==> src/rtl/flash_arb_pkg.sv <==
// Shared types and defaults for flash_read_arbiter and its wait timer.
// Arbitration policy is chosen in the top by FLASH_ARB_AUD_PRIORITY_EN.
package flash_arb_pkg;

   typedef enum logic [1:0] {IDLE, BYTE0, BYTE1, DONE} state_t;
   typedef enum logic {AUD = 1'b0, GFX = 1'b1} owner_t;

   localparam int ADDR_W_DEFAULT      = 23;
   localparam int WAIT_CYCLES_DEFAULT = 4;
   localparam int TIMER_W             = 4;

   // Round-robin pick: on a tie the requester that did not win last time goes next.
   function automatic owner_t rr_pick(input logic aud_req, input logic gfx_req,
                                      input owner_t last_grant);
      owner_t w;
      if (aud_req && gfx_req) w = (last_grant == AUD) ? GFX : AUD;
      else if (gfx_req)       w = GFX;
      else                    w = AUD;
      return w;
   endfunction

endpackage

==> src/rtl/flash_wait_timer.sv <==
// Loadable down-counter timing one flash byte access; o_done marks the last wait cycle.
module flash_wait_timer
   import flash_arb_pkg::*;
#(
   parameter int CNT_W = TIMER_W
) (
   input  logic             i_clk,
   input  logic             i_rst_n,
   input  logic             i_load,
   input  logic [CNT_W-1:0] i_load_val,
   input  logic             i_en,
   output logic             o_done
);

   logic [CNT_W-1:0] r_cnt;

   always_ff @(posedge i_clk or negedge i_rst_n) begin
      if (!i_rst_n)                    r_cnt <= '0;
      else if (i_load)                 r_cnt <= i_load_val;
      else if (i_en && r_cnt != '0)    r_cnt <= r_cnt - CNT_W'(1);
   end

   assign o_done = i_en && (r_cnt == '0);

endmodule

==> src/rtl/flash_read_arbiter.sv <==
// Two-requester (audio, graphics) 16-bit read arbiter for a byte-wide parallel flash.
// Define FLASH_ARB_AUD_PRIORITY_EN for strict audio priority; default is round-robin.
module flash_read_arbiter
   import flash_arb_pkg::*;
#(
   parameter int WAIT_CYCLES = WAIT_CYCLES_DEFAULT,
   parameter int ADDR_W      = ADDR_W_DEFAULT
) (
   input  logic              Clk,
   input  logic              Reset_N,
   input  logic              aud_req,
   input  logic [ADDR_W-1:0] aud_addr,
   output logic              aud_ack,
   output logic [15:0]       aud_data,
   input  logic              gfx_req,
   input  logic [ADDR_W-1:0] gfx_addr,
   output logic              gfx_ack,
   output logic [15:0]       gfx_data,
   output logic              busy,
   output logic [ADDR_W-1:0] FL_ADDR,
   input  logic [7:0]        FL_DQ,
   output logic              FL_CE_N,
   output logic              FL_OE_N,
   output logic              FL_WE_N,
   output logic              FL_RST_N,
   output logic              FL_WP_N
);

   localparam logic [TIMER_W-1:0] LOAD_VAL = TIMER_W'(WAIT_CYCLES - 1);

   state_t            r_state;
   owner_t            r_owner;
   owner_t            r_last_grant;
   owner_t            w_winner;
   logic [ADDR_W-1:0] w_win_addr;
   logic [ADDR_W-1:0] r_fl_addr;
   logic [7:0]        r_byte0;
   logic [15:0]       r_aud_data;
   logic [15:0]       r_gfx_data;
   logic              r_aud_ack;
   logic              r_gfx_ack;
   logic              r_busy;
   logic              r_ce_n;
   logic              r_oe_n;
   logic              w_req_any;
   logic              w_timer_load;
   logic              w_timer_en;
   logic              w_timer_done;

   always_comb begin
`ifdef FLASH_ARB_AUD_PRIORITY_EN
      w_winner = aud_req ? AUD : GFX;
`else
      w_winner = rr_pick(aud_req, gfx_req, r_last_grant);
`endif
      w_win_addr = (w_winner == AUD) ? aud_addr : gfx_addr;
   end

   assign w_req_any    = aud_req | gfx_req;
   assign w_timer_en   = (r_state == BYTE0) || (r_state == BYTE1);
   // Reload on grant, and again at the end of BYTE0 so the same timer paces BYTE1.
   assign w_timer_load = ((r_state == IDLE) && w_req_any) ||
                         ((r_state == BYTE0) && w_timer_done);

   flash_wait_timer #(.CNT_W(TIMER_W)) u_timer (
      .i_clk      (Clk),
      .i_rst_n    (Reset_N),
      .i_load     (w_timer_load),
      .i_load_val (LOAD_VAL),
      .i_en       (w_timer_en),
      .o_done     (w_timer_done)
   );

   always_ff @(posedge Clk or negedge Reset_N) begin
      if (!Reset_N) begin
         r_state      <= IDLE;
         r_owner      <= AUD;
         r_last_grant <= GFX;
         r_fl_addr    <= '0;
         r_byte0      <= '0;
         r_aud_data   <= '0;
         r_gfx_data   <= '0;
         r_aud_ack    <= 1'b0;
         r_gfx_ack    <= 1'b0;
         r_busy       <= 1'b0;
         r_ce_n       <= 1'b1;
         r_oe_n       <= 1'b1;
      end else begin
         r_aud_ack <= 1'b0;
         r_gfx_ack <= 1'b0;
         case (r_state)
            IDLE: begin
               if (w_req_any) begin
                  r_owner      <= w_winner;
                  r_last_grant <= w_winner;
                  r_fl_addr    <= w_win_addr;
                  r_ce_n       <= 1'b0;
                  r_oe_n       <= 1'b0;
                  r_busy       <= 1'b1;
                  r_state      <= BYTE0;
               end
            end
            BYTE0: begin
               if (w_timer_done) begin
                  r_byte0   <= FL_DQ;
                  r_fl_addr <= r_fl_addr + ADDR_W'(1);
                  r_state   <= BYTE1;
               end
            end
            BYTE1: begin
               // The ack and data register land together so both are visible in DONE.
               if (w_timer_done) begin
                  if (r_owner == AUD) begin
                     r_aud_ack  <= 1'b1;
                     r_aud_data <= {FL_DQ, r_byte0};
                  end else begin
                     r_gfx_ack  <= 1'b1;
                     r_gfx_data <= {FL_DQ, r_byte0};
                  end
                  r_ce_n  <= 1'b1;
                  r_oe_n  <= 1'b1;
                  r_state <= DONE;
               end
            end
            DONE: begin
               r_busy  <= 1'b0;
               r_state <= IDLE;
            end
            default: r_state <= IDLE;
         endcase
      end
   end

   assign aud_ack  = r_aud_ack;
   assign aud_data = r_aud_data;
   assign gfx_ack  = r_gfx_ack;
   assign gfx_data = r_gfx_data;
   assign busy     = r_busy;
   assign FL_ADDR  = r_fl_addr;
   assign FL_CE_N  = r_ce_n;
   assign FL_OE_N  = r_oe_n;
   assign FL_WE_N  = 1'b1;
   assign FL_RST_N = 1'b1;
   assign FL_WP_N  = 1'b1;

endmodule

==> config.mk <==
export PLATFORM = sky130hd
export DESIGN_NAME = flash_read_arbiter
export DESIGN_NICKNAME = d
export VERILOG_FILES = /design/src/rtl/flash_arb_pkg.sv /design/src/rtl/flash_wait_timer.sv /design/src/rtl/flash_read_arbiter.sv
export SDC_FILE = /design/constraint.sdc
export NUM_CORES = 1
export LEC_CHECK = 0
export BUFFER_PORTS_ARGS = -buffer_cell sky130_fd_sc_hd__buf_2
export CORE_MARGIN = 2
export CORE_UTILIZATION = 55
export DETAILED_ROUTE_END_ITERATION = 8
export GPL_ROUTABILITY_DRIVEN = 0
export PLACE_DENSITY = 0.85
export SKIP_LAST_GASP = 1
export SLEW_MARGIN = 20
export SYNTH_ARGS = -nofsm -noshare
export SYNTH_HDL_FRONTEND = slang
export SYNTH_SLANG_ARGS = --single-unit
==> constraint.sdc <==
create_clock -name Clk -period 3.1 [get_ports Clk]
set_input_delay 0.775 -clock Clk [delete_from_list [all_inputs] [get_ports Clk]]
set_output_delay 0.775 -clock Clk [all_outputs]
set_load 0.005 [all_outputs]
==> results_dict.tcl <==
set metrics [dict create \
    drtAntennaViolNets 0 \
    holdWs_ps 507 \
    grt_overflow 0 \
    portBuffers 117 \
    tightestPinTransition_ps 825 \
    power.total_mw 4.68 \
    die_w_um 89.4 \
    route.met2.wl_um 4660 \
    dr_wl_met3_um 624 \
    setup_tns_ps 0 \
    reg2regPathDepth 7 \
    wl_met1_um 3990 \
    ys_ff_latch 75 \
    synth_ff_type "dfrtp_1" \
    layout.nets 537 \
    wl_um 9460 \
    async_reset_ff_frac 1.00 \
    r2r_slack_ps 550 \
    synth-edff-count 0 \
    fp.dieH_um 89.4 \
    post_cts_buffers 0 \
    layout_common_cells "buf_2, dfrtp_1, mux2_2" \
    synth.distinct_cells 59 \
    ys_seq_area_frac 0.469 \
    rows 31 \
    fin_crit_ps 2550 \
    htreeDepth 3 \
    power.internal_mw 2.79 \
    via_per_inst 5.88 \
    ys_warn_count 0 \
    die_area_sq_um 7990 \
    setup_viol 0 \
    timing.fmax_ghz 0.393 \
    drive_gt1_frac 0.433 \
    critPathCapture "FL_ADDR[5]" \
    critical_path.startpoint "r_state[1]" \
    min_path_cells 1 \
    vias 3381 \
    crit_arrival_ps 2780 \
    dpl.hpwl_um 6720 \
    pwr-share-comb 0.438 \
    hold_path.class "flop to flop" \
    dr.pass1.iters 5 \
    power.switching_mw 1.89 \
    area_growth_pct 20.4 \
    clock_path_buffers 2 \
    cts_buffers 9 \
    cts.reportedPaths.clkPinSlew_ps 90 \
    finClkSkew_ps 6.95 \
    drv_cap 0 \
    antenna_found_initial 0 \
    clk_latency_ps 350 \
    critPathLaunchType "flop" \
    cts_tree "yes" \
    pwr-share-seq 0.405 \
    cts_root_buffer "clkbuf_8" \
    outcome "completed" \
    final_common_cell "buf_2" \
    r2r_start "r_state[1]" \
    cts_hold_buf 0 \
    swShare 0.403 \
    p_leak_nw 2.22 \
    dr.first_iter.drc_count 267 \
    grt_start_max_net_pins 43 \
    hold_viol 0 \
    slew_violations 0 \
    worst-setup-path-type "flop to flop" \
    diodes 0 \
    grt_setup_unrepaired "no" \
    post_drt_wl_per_cell_um 16.4 \
    endpoint_kind "flop" \
    clkPwrFrac 0.156 \
    highest_layer "met4" \
    period_share 0.822 \
    grt_pass1_vias 3077 \
    r2r_end "FL_ADDR[5]" \
    grt_usage 0.237 \
    grt_pass1_wl_um 14500 \
    powerDensity_nw_per_um2 971 \
    cp_data_required_time_ps 3340 \
    design.core.area_sq_um 7140 \
    max_slew_margin 0.450 \
    drc 0 \
    synthCells 363 \
    peakVddDrop_uv 536 \
    cts_resized 0 \
    synth_area_sq_um 4010 \
    start_util 0.562 \
    cts_sinks 75 \
    critPathMaxFanout 27 \
    syn_avg_cell_area_sq_um 11.0 \
    num_io_pins 121 \
]
[layout make-up]
cell class                      count  area, sq um
Fill cell                         573         2310
Sequential cell                    75         1880
Multi-Input combinational cell    252         1960
Inverter                           11         41.3
Clock buffer                        9          124
Clock inverter                      7         65.1
Timing Repair Buffer              122          636
Tap cell                           99          124
[stage by stage]
stage	area [sq um]	worst slack [ps]	utilization	instances
floorplan	4020	1040	-	365
global placement	4640	646	0.650	559
detailed placement	4640	562	0.650	559
CTS	4820	558	0.676	575
global route	4820	322	0.676	575
finish	4820	553	0.676	575
[registers in the layout, indices dropped and copies added, names as in the netlist]
signal and cells:
FL_ADDR 23, aud_data 16, gfx_data 16, r_byte0 8, u_timer.r_cnt 4, r_state 2
FL_OE_N 1, aud_ack 1, busy 1, gfx_ack 1, r_last_grant 1, r_owner 1
[how the worst min path moves through the flow]
stage / from / end
3_3_place_gp: gfx_data[7] / gfx_data[7]
2_1_floorplan: Reset_N / FL_ADDR[0]
3_5_place_dp: aud_data[2] / aud_data[2]
6_report: aud_data[9] / aud_data[9]
5_1_grt: aud_data[8] / aud_data[8]
4_1_cts: aud_data[2] / aud_data[2]
[cells in the mapped netlist (all sizes together) (4+ instances only)]
master  count  area share
and4        4      0.0087
nor4       10       0.016
nor2b       4      0.0062
dfrtp      73        0.46
nand4       8       0.012
nand2      21       0.020
mux2i      10       0.025
nor2       12       0.011
nor3        7      0.0087
o22ai       8       0.012
o21ai      12       0.015
buf        15       0.023
a21oi      12       0.015
mux2       55        0.15
ha          8       0.025
clkbuf     12       0.012
a31oi       4      0.0062
nand3      17       0.022
inv        11       0.010
[routing by layer]
layer  track usage  vias up
met1         0.317     1654
met2         0.378      128
met4        0.0868        0
li1              -     1578
met3        0.0545       21
met5             0        -
[cell families after synthesis]
group,Yosys count,synth area share
simple gates,103,0.149
buf+inv,38,0.0450
compound gates,70,0.126
fa+ha+maj,8,0.0250
flops,75,0.469
mux,65,0.180
other cells,1,0.000936
xor+xnor,3,0.00656
[power by group through the flow]
stage	Clock [mW]	Combinational, mW	Sequential [mW]
6_report	0.732	2.05	1.90
5_1_grt	0.792	2.26	1.96
4_1_cts	0.740	2.07	1.89
3_5_place_dp	0	2.05	1.90
3_3_place_gp	0	1.97	1.86
2_1_floorplan	0	1.40	1.83
[critical path: stages, from the launching register on]
cell	delay, ps
dfrtp_1	420
inv_1	120
ha_1	320
nor3b_2	220
buf_4	170
a211o_1	630
o21ai_0	230
a221o_1	320
No activity file was read; power rests on OpenSTA's default activity.
